<file path="config.mk">
export PLATFORM = sky130hd
export DESIGN_NAME = ifetch_redirect_flat
export DESIGN_NICKNAME = d
export VERILOG_FILES = /design/src/rtl/ifetch_redirect_if.sv /design/src/rtl/ifetch_redirect.sv /design/src/flat_wrapper.sv
export SDC_FILE = /design/constraint.sdc
export NUM_CORES = 1
export LEC_CHECK = 0
export ABC_AREA = 1
export CORE_MARGIN = 4
export CORE_UTILIZATION = 51
export CTS_CLUSTER_SIZE = 40
export DETAILED_ROUTE_END_ITERATION = 8
export GPL_TIMING_DRIVEN = 0
export MAX_ROUTING_LAYER = met4
export PLACE_DENSITY = 0.88
export SKIP_CTS_REPAIR_TIMING = 1
export SYNTH_ARGS = -nofsm -noshare
export SYNTH_HDL_FRONTEND = slang
export SYNTH_SLANG_ARGS = --single-unit
</file>
<file path="constraint.sdc">
create_clock -name clk -period 2.4 [get_ports clk]
set_clock_uncertainty 0.1 [all_clocks]
set_input_delay 0.72 -clock clk [delete_from_list [all_inputs] [get_ports clk]]
set_output_delay 0.72 -clock clk [all_outputs]
set_load 0.005 [all_outputs]
</file>
<file path="src/rtl/ifetch_redirect_if.sv">
// Fetch-unit bus: instruction-memory req/ack channel plus the valid/ready channel to decode.
// master = fetch unit, slave = memory/decode side.
interface ifetch_redirect_if #(
    parameter int unsigned WORD    = 64,
    parameter int unsigned INSTR_W = 32
);
    logic               imem_req;
    logic [WORD-1:0]    imem_addr;
    logic               imem_ack;
    logic [INSTR_W-1:0] imem_rdata;
    logic               if_valid;
    logic [INSTR_W-1:0] if_instr;
    logic [WORD-1:0]    if_pc;
    logic               if_ready;

    modport master (
        output imem_req, imem_addr, if_valid, if_instr, if_pc,
        input  imem_ack, imem_rdata, if_ready
    );

    modport slave (
        input  imem_req, imem_addr, if_valid, if_instr, if_pc,
        output imem_ack, imem_rdata, if_ready
    );
endinterface

</file>
<file path="src/rtl/ifetch_redirect.sv">
// LEGv8 instruction-fetch front end: holds the PC, fetches over req/ack, presents
// instructions to decode over valid/ready and redirects on taken branches (CBZ/B).
// Optional perf counters (taken_count, fetch_count) are built when IFETCH_PERF_CNT_EN is defined.
module ifetch_redirect #(
    parameter int unsigned     WORD     = 64,
    parameter logic [WORD-1:0] RESET_PC = '0,
    parameter int unsigned     INSTR_W  = 32
) (
    input  logic            clk,
    input  logic            rst_n,
    input  logic            stall,
    input  logic            ex_valid,
    input  logic            ex_branch,
    input  logic            ex_uncond,
    input  logic            ex_zero,
    input  logic [WORD-1:0] ex_branch_target,
    ifetch_redirect_if.master fetch_bus,
    output logic            flush
`ifdef IFETCH_PERF_CNT_EN
    ,
    output logic [31:0]     taken_count,
    output logic [31:0]     fetch_count
`endif
);

    typedef enum logic [1:0] {StIdle, StReq, StOut} state_e;

    state_e             state_q, state_d;
    logic [WORD-1:0]    pc_q, pc_d;
    logic [WORD-1:0]    req_addr_q, req_addr_d;
    logic               drop_q, drop_d;
    logic               valid_q, valid_d;
    logic [INSTR_W-1:0] instr_q, instr_d;
    logic [WORD-1:0]    if_pc_q, if_pc_d;

    logic               taken;
    logic               accept;
    logic [WORD-1:0]    redir;
    logic [WORD-1:0]    pc_next;

    assign taken   = ex_valid & (ex_uncond | (ex_branch & ex_zero));
    assign flush   = taken;
    assign redir   = {ex_branch_target[WORD-1:2], 2'b00};
    assign pc_next = pc_q + WORD'(4);

    assign fetch_bus.imem_req  = (state_q == StReq);
    assign fetch_bus.imem_addr = req_addr_q;
    assign fetch_bus.if_valid  = valid_q;
    assign fetch_bus.if_instr  = instr_q;
    assign fetch_bus.if_pc     = if_pc_q;

    // Next-state logic: fetch sequencing, redirect and wrong-path discard.
    always_comb begin
        state_d    = state_q;
        pc_d       = pc_q;
        req_addr_d = req_addr_q;
        drop_d     = drop_q;
        valid_d    = valid_q;
        instr_d    = instr_q;
        if_pc_d    = if_pc_q;
        accept     = 1'b0;
        unique case (state_q)
            StIdle: begin
                state_d = StReq;
                if (taken) begin
                    pc_d       = redir;
                    req_addr_d = redir;
                end else begin
                    req_addr_d = pc_q;
                end
            end
            StReq: begin
                if (fetch_bus.imem_ack) begin
                    if (drop_q || taken) begin
                        // Wrong-path data: discard and reissue at the (possibly new) PC.
                        drop_d = 1'b0;
                        if (taken) begin
                            pc_d       = redir;
                            req_addr_d = redir;
                        end else begin
                            req_addr_d = pc_q;
                        end
                    end else begin
                        instr_d = fetch_bus.imem_rdata;
                        if_pc_d = req_addr_q;
                        valid_d = 1'b1;
                        state_d = StOut;
                    end
                end else if (taken) begin
                    // Address must stay stable until ack; remember to drop the response.
                    pc_d   = redir;
                    drop_d = 1'b1;
                end
            end
            StOut: begin
                if (taken) begin
                    pc_d       = redir;
                    req_addr_d = redir;
                    valid_d    = 1'b0;
                    state_d    = StReq;
                end else if (fetch_bus.if_ready && !stall) begin
                    accept     = 1'b1;
                    pc_d       = pc_next;
                    req_addr_d = pc_next;
                    valid_d    = 1'b0;
                    state_d    = StReq;
                end
            end
            default: state_d = StIdle;
        endcase
    end

    // State and datapath registers.
    always_ff @(posedge clk or negedge rst_n) begin
        if (!rst_n) begin
            state_q    <= StIdle;
            pc_q       <= RESET_PC;
            req_addr_q <= RESET_PC;
            drop_q     <= 1'b0;
            valid_q    <= 1'b0;
            instr_q    <= '0;
            if_pc_q    <= RESET_PC;
        end else begin
            state_q    <= state_d;
            pc_q       <= pc_d;
            req_addr_q <= req_addr_d;
            drop_q     <= drop_d;
            valid_q    <= valid_d;
            instr_q    <= instr_d;
            if_pc_q    <= if_pc_d;
        end
    end

`ifdef IFETCH_PERF_CNT_EN
    logic [31:0] taken_cnt_q, fetch_cnt_q;

    assign taken_count = taken_cnt_q;
    assign fetch_count = fetch_cnt_q;

    // Saturating event counters for taken redirects and accepted decode handshakes.
    always_ff @(posedge clk or negedge rst_n) begin
        if (!rst_n) begin
            taken_cnt_q <= '0;
            fetch_cnt_q <= '0;
        end else begin
            if (taken && (taken_cnt_q != 32'hFFFF_FFFF)) begin
                taken_cnt_q <= taken_cnt_q + 32'd1;
            end
            if (accept && (fetch_cnt_q != 32'hFFFF_FFFF)) begin
                fetch_cnt_q <= fetch_cnt_q + 32'd1;
            end
        end
    end
`else
    logic unused_accept;
    assign unused_accept = accept;
`endif

endmodule

</file>
<file path="src/flat_wrapper.sv">
// flat-port wrapper written by rule: the top's interface ports become plain ports
module ifetch_redirect_flat 
#(
    parameter int unsigned     WORD     = 64,
    parameter logic [WORD-1:0] RESET_PC = '0,
    parameter int unsigned     INSTR_W  = 32
)
  (clk, rst_n, stall, ex_valid, ex_branch, ex_uncond, ex_zero, ex_branch_target, flush, fetch_bus_imem_req, fetch_bus_imem_addr, fetch_bus_if_valid, fetch_bus_if_instr, fetch_bus_if_pc, fetch_bus_imem_ack, fetch_bus_imem_rdata, fetch_bus_if_ready);
  ifetch_redirect_if #(.WORD(WORD), .INSTR_W(INSTR_W)) fetch_bus_i ();
  input  logic clk;
  input  logic rst_n;
  input  logic stall;
  input  logic ex_valid;
  input  logic ex_branch;
  input  logic ex_uncond;
  input  logic ex_zero;
  input  logic [WORD-1:0] ex_branch_target;
  output logic flush;
  output wire logic [$bits(fetch_bus_i.imem_req)-1:0] fetch_bus_imem_req;
  output wire logic [$bits(fetch_bus_i.imem_addr)-1:0] fetch_bus_imem_addr;
  output wire logic [$bits(fetch_bus_i.if_valid)-1:0] fetch_bus_if_valid;
  output wire logic [$bits(fetch_bus_i.if_instr)-1:0] fetch_bus_if_instr;
  output wire logic [$bits(fetch_bus_i.if_pc)-1:0] fetch_bus_if_pc;
  input wire logic [$bits(fetch_bus_i.imem_ack)-1:0] fetch_bus_imem_ack;
  input wire logic [$bits(fetch_bus_i.imem_rdata)-1:0] fetch_bus_imem_rdata;
  input wire logic [$bits(fetch_bus_i.if_ready)-1:0] fetch_bus_if_ready;
  assign fetch_bus_imem_req = fetch_bus_i.imem_req;
  assign fetch_bus_imem_addr = fetch_bus_i.imem_addr;
  assign fetch_bus_if_valid = fetch_bus_i.if_valid;
  assign fetch_bus_if_instr = fetch_bus_i.if_instr;
  assign fetch_bus_if_pc = fetch_bus_i.if_pc;
  assign fetch_bus_i.imem_ack = fetch_bus_imem_ack;
  assign fetch_bus_i.imem_rdata = fetch_bus_imem_rdata;
  assign fetch_bus_i.if_ready = fetch_bus_if_ready;
  ifetch_redirect #(.WORD(WORD), .RESET_PC(RESET_PC), .INSTR_W(INSTR_W)) u_core (.clk(clk), .rst_n(rst_n), .stall(stall), .ex_valid(ex_valid), .ex_branch(ex_branch), .ex_uncond(ex_uncond), .ex_zero(ex_zero), .ex_branch_target(ex_branch_target), .fetch_bus(fetch_bus_i), .flush(flush));
endmodule
</file>
After elaboration in Yosys (flattened, before gate mapping)
Cells that the tools add are included.
W data, S select, Z words.

word-level totals
  bits of input ports = 105
  register bits = 228
  output and inout bits = 163
  word-level logic and storage cells = 54

operators by class
  multiplexer cells = 21
  equal/unequal tests = 8
  $add $sub $neg = 1
  bitwise logic cells = 4
  reduce and logical (&&, ||, !) cells = 13

operators by type and width
  operator                 count
  $mux W64                 6
  $pmux W64 S3             2
  $add A64 B3 Y64 const B  1
  $reduce_and A3 Y1        4
  $mux W2                  4
  $reduce_and A4 Y1        2
  $mux W1                  7
  $ne A2 B1 Y1 const B     3
  $pmux W2 S3              1
  $reduce_bool A2 Y1       2
  $ne A3 B1 Y1 const B     1
  $ne A3 B2 Y1 const B     1
  $reduce_bool A3 Y1       1
  $and A1 B1 Y1            2
  $eq A2 B1 Y1 const B     1
  $eq A2 B2 Y1 const B     1
  $logic_not A2 Y1         1
  $ne A2 B2 Y1 const B     1
  $pmux W1 S2              1
  $logic_and A1 B1 Y1      1
  $logic_not A1 Y1         1
  $logic_or A1 B1 Y1       1
  $not A1 Y1               1
  $or A1 B1 Y1             1

Logic depth before layout (Yosys ltp)
  word-level depth = 7
  gate-level depth with buffers = 13
  gate-level depth less buffers = 13

Worst setup path after synthesis
No wires, ideal clock.

  path kind = input to output
  start = input ex_branch
  end = output flush
  buffers on the path = 1
  setup slack = 0.183 ns
  arrival time = 1.397 ns
  cell stages on the path = 4
  data required time = 1.580 ns
  path through = a21o_1 nand2_2 clkinv_1 clkbuf_1

between the ends
  word-level cells in the longest chain between the ends = 3

RTL lines
  element             RTL line               text
  start: declaration  flat_wrapper.sv:14     input logic ex_branch;
  $and A1 B1 Y1       ifetch_redirect.sv:41  assign taken = ex_valid & (ex_uncond | (ex_branch & ex_zero));
  $or A1 B1 Y1        ifetch_redirect.sv:41
  $and A1 B1 Y1       ifetch_redirect.sv:41
  end: declaration    flat_wrapper.sv:18     output logic flush;

No other way between the ends.

Worst setup path in the final report
  start = input ex_uncond
  end = output flush

between the ends
  word-level cells in the longest chain between the ends = 2

RTL lines
  element             RTL line               text
  start: declaration  flat_wrapper.sv:15     input logic ex_uncond;
  $or A1 B1 Y1        ifetch_redirect.sv:41
  $and A1 B1 Y1       ifetch_redirect.sv:41

No other way between the ends.

==> results.sh <==
export IMPL_seqPwrFrac_pct=34.7
export IMPL_power_frac_comb_pct=44.7
export IMPL_fill_cells=1675
export IMPL_finalHoldViolations=0
export IMPL_regArea_um2=5710
export IMPL_status="finished, final reports clean"
export IMPL_setup_violations=0
export IMPL_maxCapViolations=0
export IMPL_crit_path_end_kind="output pin"
export IMPL_ys_top_cells_by_count="nand2_1, dfrtp_1, nand3_1"
export IMPL_synth_area_leader_cell="dfrtp_1"
export IMPL_grt_pass1_vias=10935
export IMPL_grt_usage_pct=30.4
export IMPL_p_total_mw=21.0
export IMPL_clock_sinks=228
export IMPL_drc_errors=0
export IMPL_timing_critical_path_buf_inv=4
export IMPL_cp_arrival_ps=1540
export IMPL_intPower_mw=13.3
export IMPL_wl_mm=38.0
export IMPL_crit_type="input pin to output pin"
export IMPL_path_cells="dlymetal6s2s_1 -> a21o_1 -> nand2_4 -> clkinvlp_4 -> buf_8 -> buf_6"
export IMPL_drive_gt1_share_pct=14.2
export IMPL_io_buffers=265
export IMPL_netSwitchingPower_mw=7.72
export IMPL_io_pins=268
export IMPL_synth_cell_types=42
export IMPL_placed_cells=1938
export IMPL_area_delta_synth_final_pct=34.8
export IMPL_gp_congestion=1.02
export IMPL_ys_top_cells_by_area="dfrtp_1, nand2_1, mux2_4, nand3_1, nor2_1"
export IMPL_fin_nets=1794
export IMPL_yosys_warnings=0
export IMPL_netlist_instances=1387
export IMPL_slew_headroom_pct=44.3
export IMPL_grt_overflow=0
export IMPL_synth_edff_count=0
export IMPL_cts_max_level=1
export IMPL_fp_row_count=55
export IMPL_slowest_stage="a21o_1"
export IMPL_cts_inserted_buffers=24
export IMPL_fin_cells=1989
export IMPL_drv_slew=0
export IMPL_yosys_register_bits=228
export IMPL_die_area_um2=25500
export IMPL_rsz0062_at_grt="false"
export IMPL_grt_first_pass_wirelength_mm=60.6
export IMPL_ys_async_sr_fraction_pct=100
export IMPL_path_clk_slew_ps=60
export IMPL_critical_path_required_ps=1580
export IMPL_hold_path_class="input pin to async pin"
export IMPL_die_h_um=160
export IMPL_tns_ps=0
export IMPL_drt_antenna_violating_nets=0
export IMPL_crit_fanout=5
export IMPL_multi_input_area_um2=5430
export IMPL_die_x_um=160
export IMPL_critPathTopFamily="buffers and inverters"
export IMPL_synth_area_um2=11700
export IMPL_r2r_start="u_core.pc_q[3]"
export IMPL_start_kind="input pin"
export IMPL_dp_hpwl_mm=28.6
export IMPL_firstDrtPassIters=6
export IMPL_period_needed_ps=2360
export IMPL_clockRootBuffer="clkbuf_16"
export IMPL_coreArea_um2=22600
export IMPL_reg2reg_slack_ps=180
export IMPL_leakage_nw=7.30
export IMPL_first_iter_violations=891
export IMPL_syn_area_per_cell_um2=8.46
export IMPL_cts_buffer_depth=3
export IMPL_clockPowerShare_pct=20.6
export IMPL_grt_start_max_net_pins=123
export IMPL_diodes=0
export IMPL_synth_top_area_share_pct=48.6
export IMPL_fin_crit_sh_pct=98.4
export IMPL_synth_most_common_cell="nand2_1"
export IMPL_clock_latency_ps=520
export IMPL_ir_worst_vdd_uv=765
export IMPL_tightestPinTransition_ps=835
export IMPL_initial_utilization_pct=51.9
export IMPL_vias_per_cell=5.47
export IMPL_synth_nets=1493
export IMPL_slowest_delay_ps=180
export IMPL_vias=10874
export IMPL_synth_top_flop_cell="dfrtp_1"
export IMPL_fmaxAchievable_ghz=0.423
export IMPL_powerDensity_nw_per_um2=1330
export IMPL_swShare_pct=36.8
export IMPL_reg2regPathDepth=10
export IMPL_antenna_found_initial=0
export IMPL_r2r_end="u_core.pc_q[28]"
export IMPL_seq_area_frac_synth_pct=48.6
export IMPL_cts_tree="yes"
export IMPL_wl_per_cell_um=19.1
## sequential cells by signal (all words and copies together) (netlist names)
signal	flops
u_core.drop_q	1
u_core.fetch_bus.if_valid	1
u_core.state_q	2
u_core.fetch_bus.if_instr	32
u_core.fetch_bus.imem_addr	64
u_core.fetch_bus.if_pc	64
u_core.pc_q	64
## power by group through the flow
stage                     Combinational (mW)  Clock (mW)  Sequential, mW
after floorplan                         4.86           0            7.04
after global placement                  8.96           0            7.18
after detailed placement                9.31           0            7.27
after CTS                               9.39        4.40            7.25
after global routing                    10.3        4.56            7.55
final                                   9.38        4.33            7.28
## routing by layer
layer | GRT usage (%) | share of wire, %
met4 | 10.3 | 3.7
met3 | 3.77 | 6.6
met5 | - | 0
met1 | 40.7 | 42
met2 | 48.3 | 48
## area by class of cell
| cell class | instances | share of cell area (%) |
|---|---|---|
| Sequential cell | 228 | 36.1 |
| Multi-Input combinational cell | 1021 | 34.3 |
| Timing Repair Buffer | 275 | 17.4 |
| Clock buffer | 31 | 4.35 |
| Tap cell | 285 | 2.25 |
| Inverter | 86 | 2.06 |
| Buffer | 52 | 2.04 |
| Clock inverter | 11 | 1.49 |
## metrics by stage
| stage | hold slack [ps] | worst slack (ps) | instance area, um2 | utilization, % |
|---|---|---|---|---|
| floorplan | 324 | 183 | 11700 | - |
| global placement | 374 | -8880 | 14700 | 65.1 |
| finish | 152 | 37.5 | 15800 | 69.9 |
| CTS | 180 | -1430 | 15700 | 69.4 |
| detailed placement | 381 | -1400 | 14800 | 65.3 |
| global route | 219 | 0.421 | 15800 | 69.9 |
## cells in the final DEF, fill, tap and decap left out, types with 26 or more instances in the layout
cell	count
nand2_1	481
clkdlybuf4s50_1	258
dfrtp_1	228
nand3_1	120
nor2_1	109
inv_1	76
o21ai_0	67
mux2_4	45
mux2_2	33
or2_2	26
## worst max path at each step
stage / startpoint / endpoint / slack [ps] / depth (start not counted)
after floorplan: ex_branch / flush / 180 / 4
after global placement: rst_n / u_core.fetch_bus.if_instr[30] / -8880 / 1
after detailed placement: ex_branch / flush / -1400 / 6
after CTS: ex_branch / flush / -1430 / 6
after global routing: u_core.pc_q[3] / u_core.fetch_bus.imem_addr[38] / 0.4 / 10
final: ex_uncond / flush / 40 / 6
## kinds of logic after synthesis
kind of cell,after synthesis,synth area share [%]
AO/OA/AOI/OAI,109,5.18
flip-flops,228,48.6
AND/OR/NAND/NOR,804,29.4
adder cells (fa/ha/maj),1,0.107
XOR/XNOR,16,1.19
buffers and inverters,138,5.40
multiplexers,91,10.2
Power figures use the tool's default switching activity.
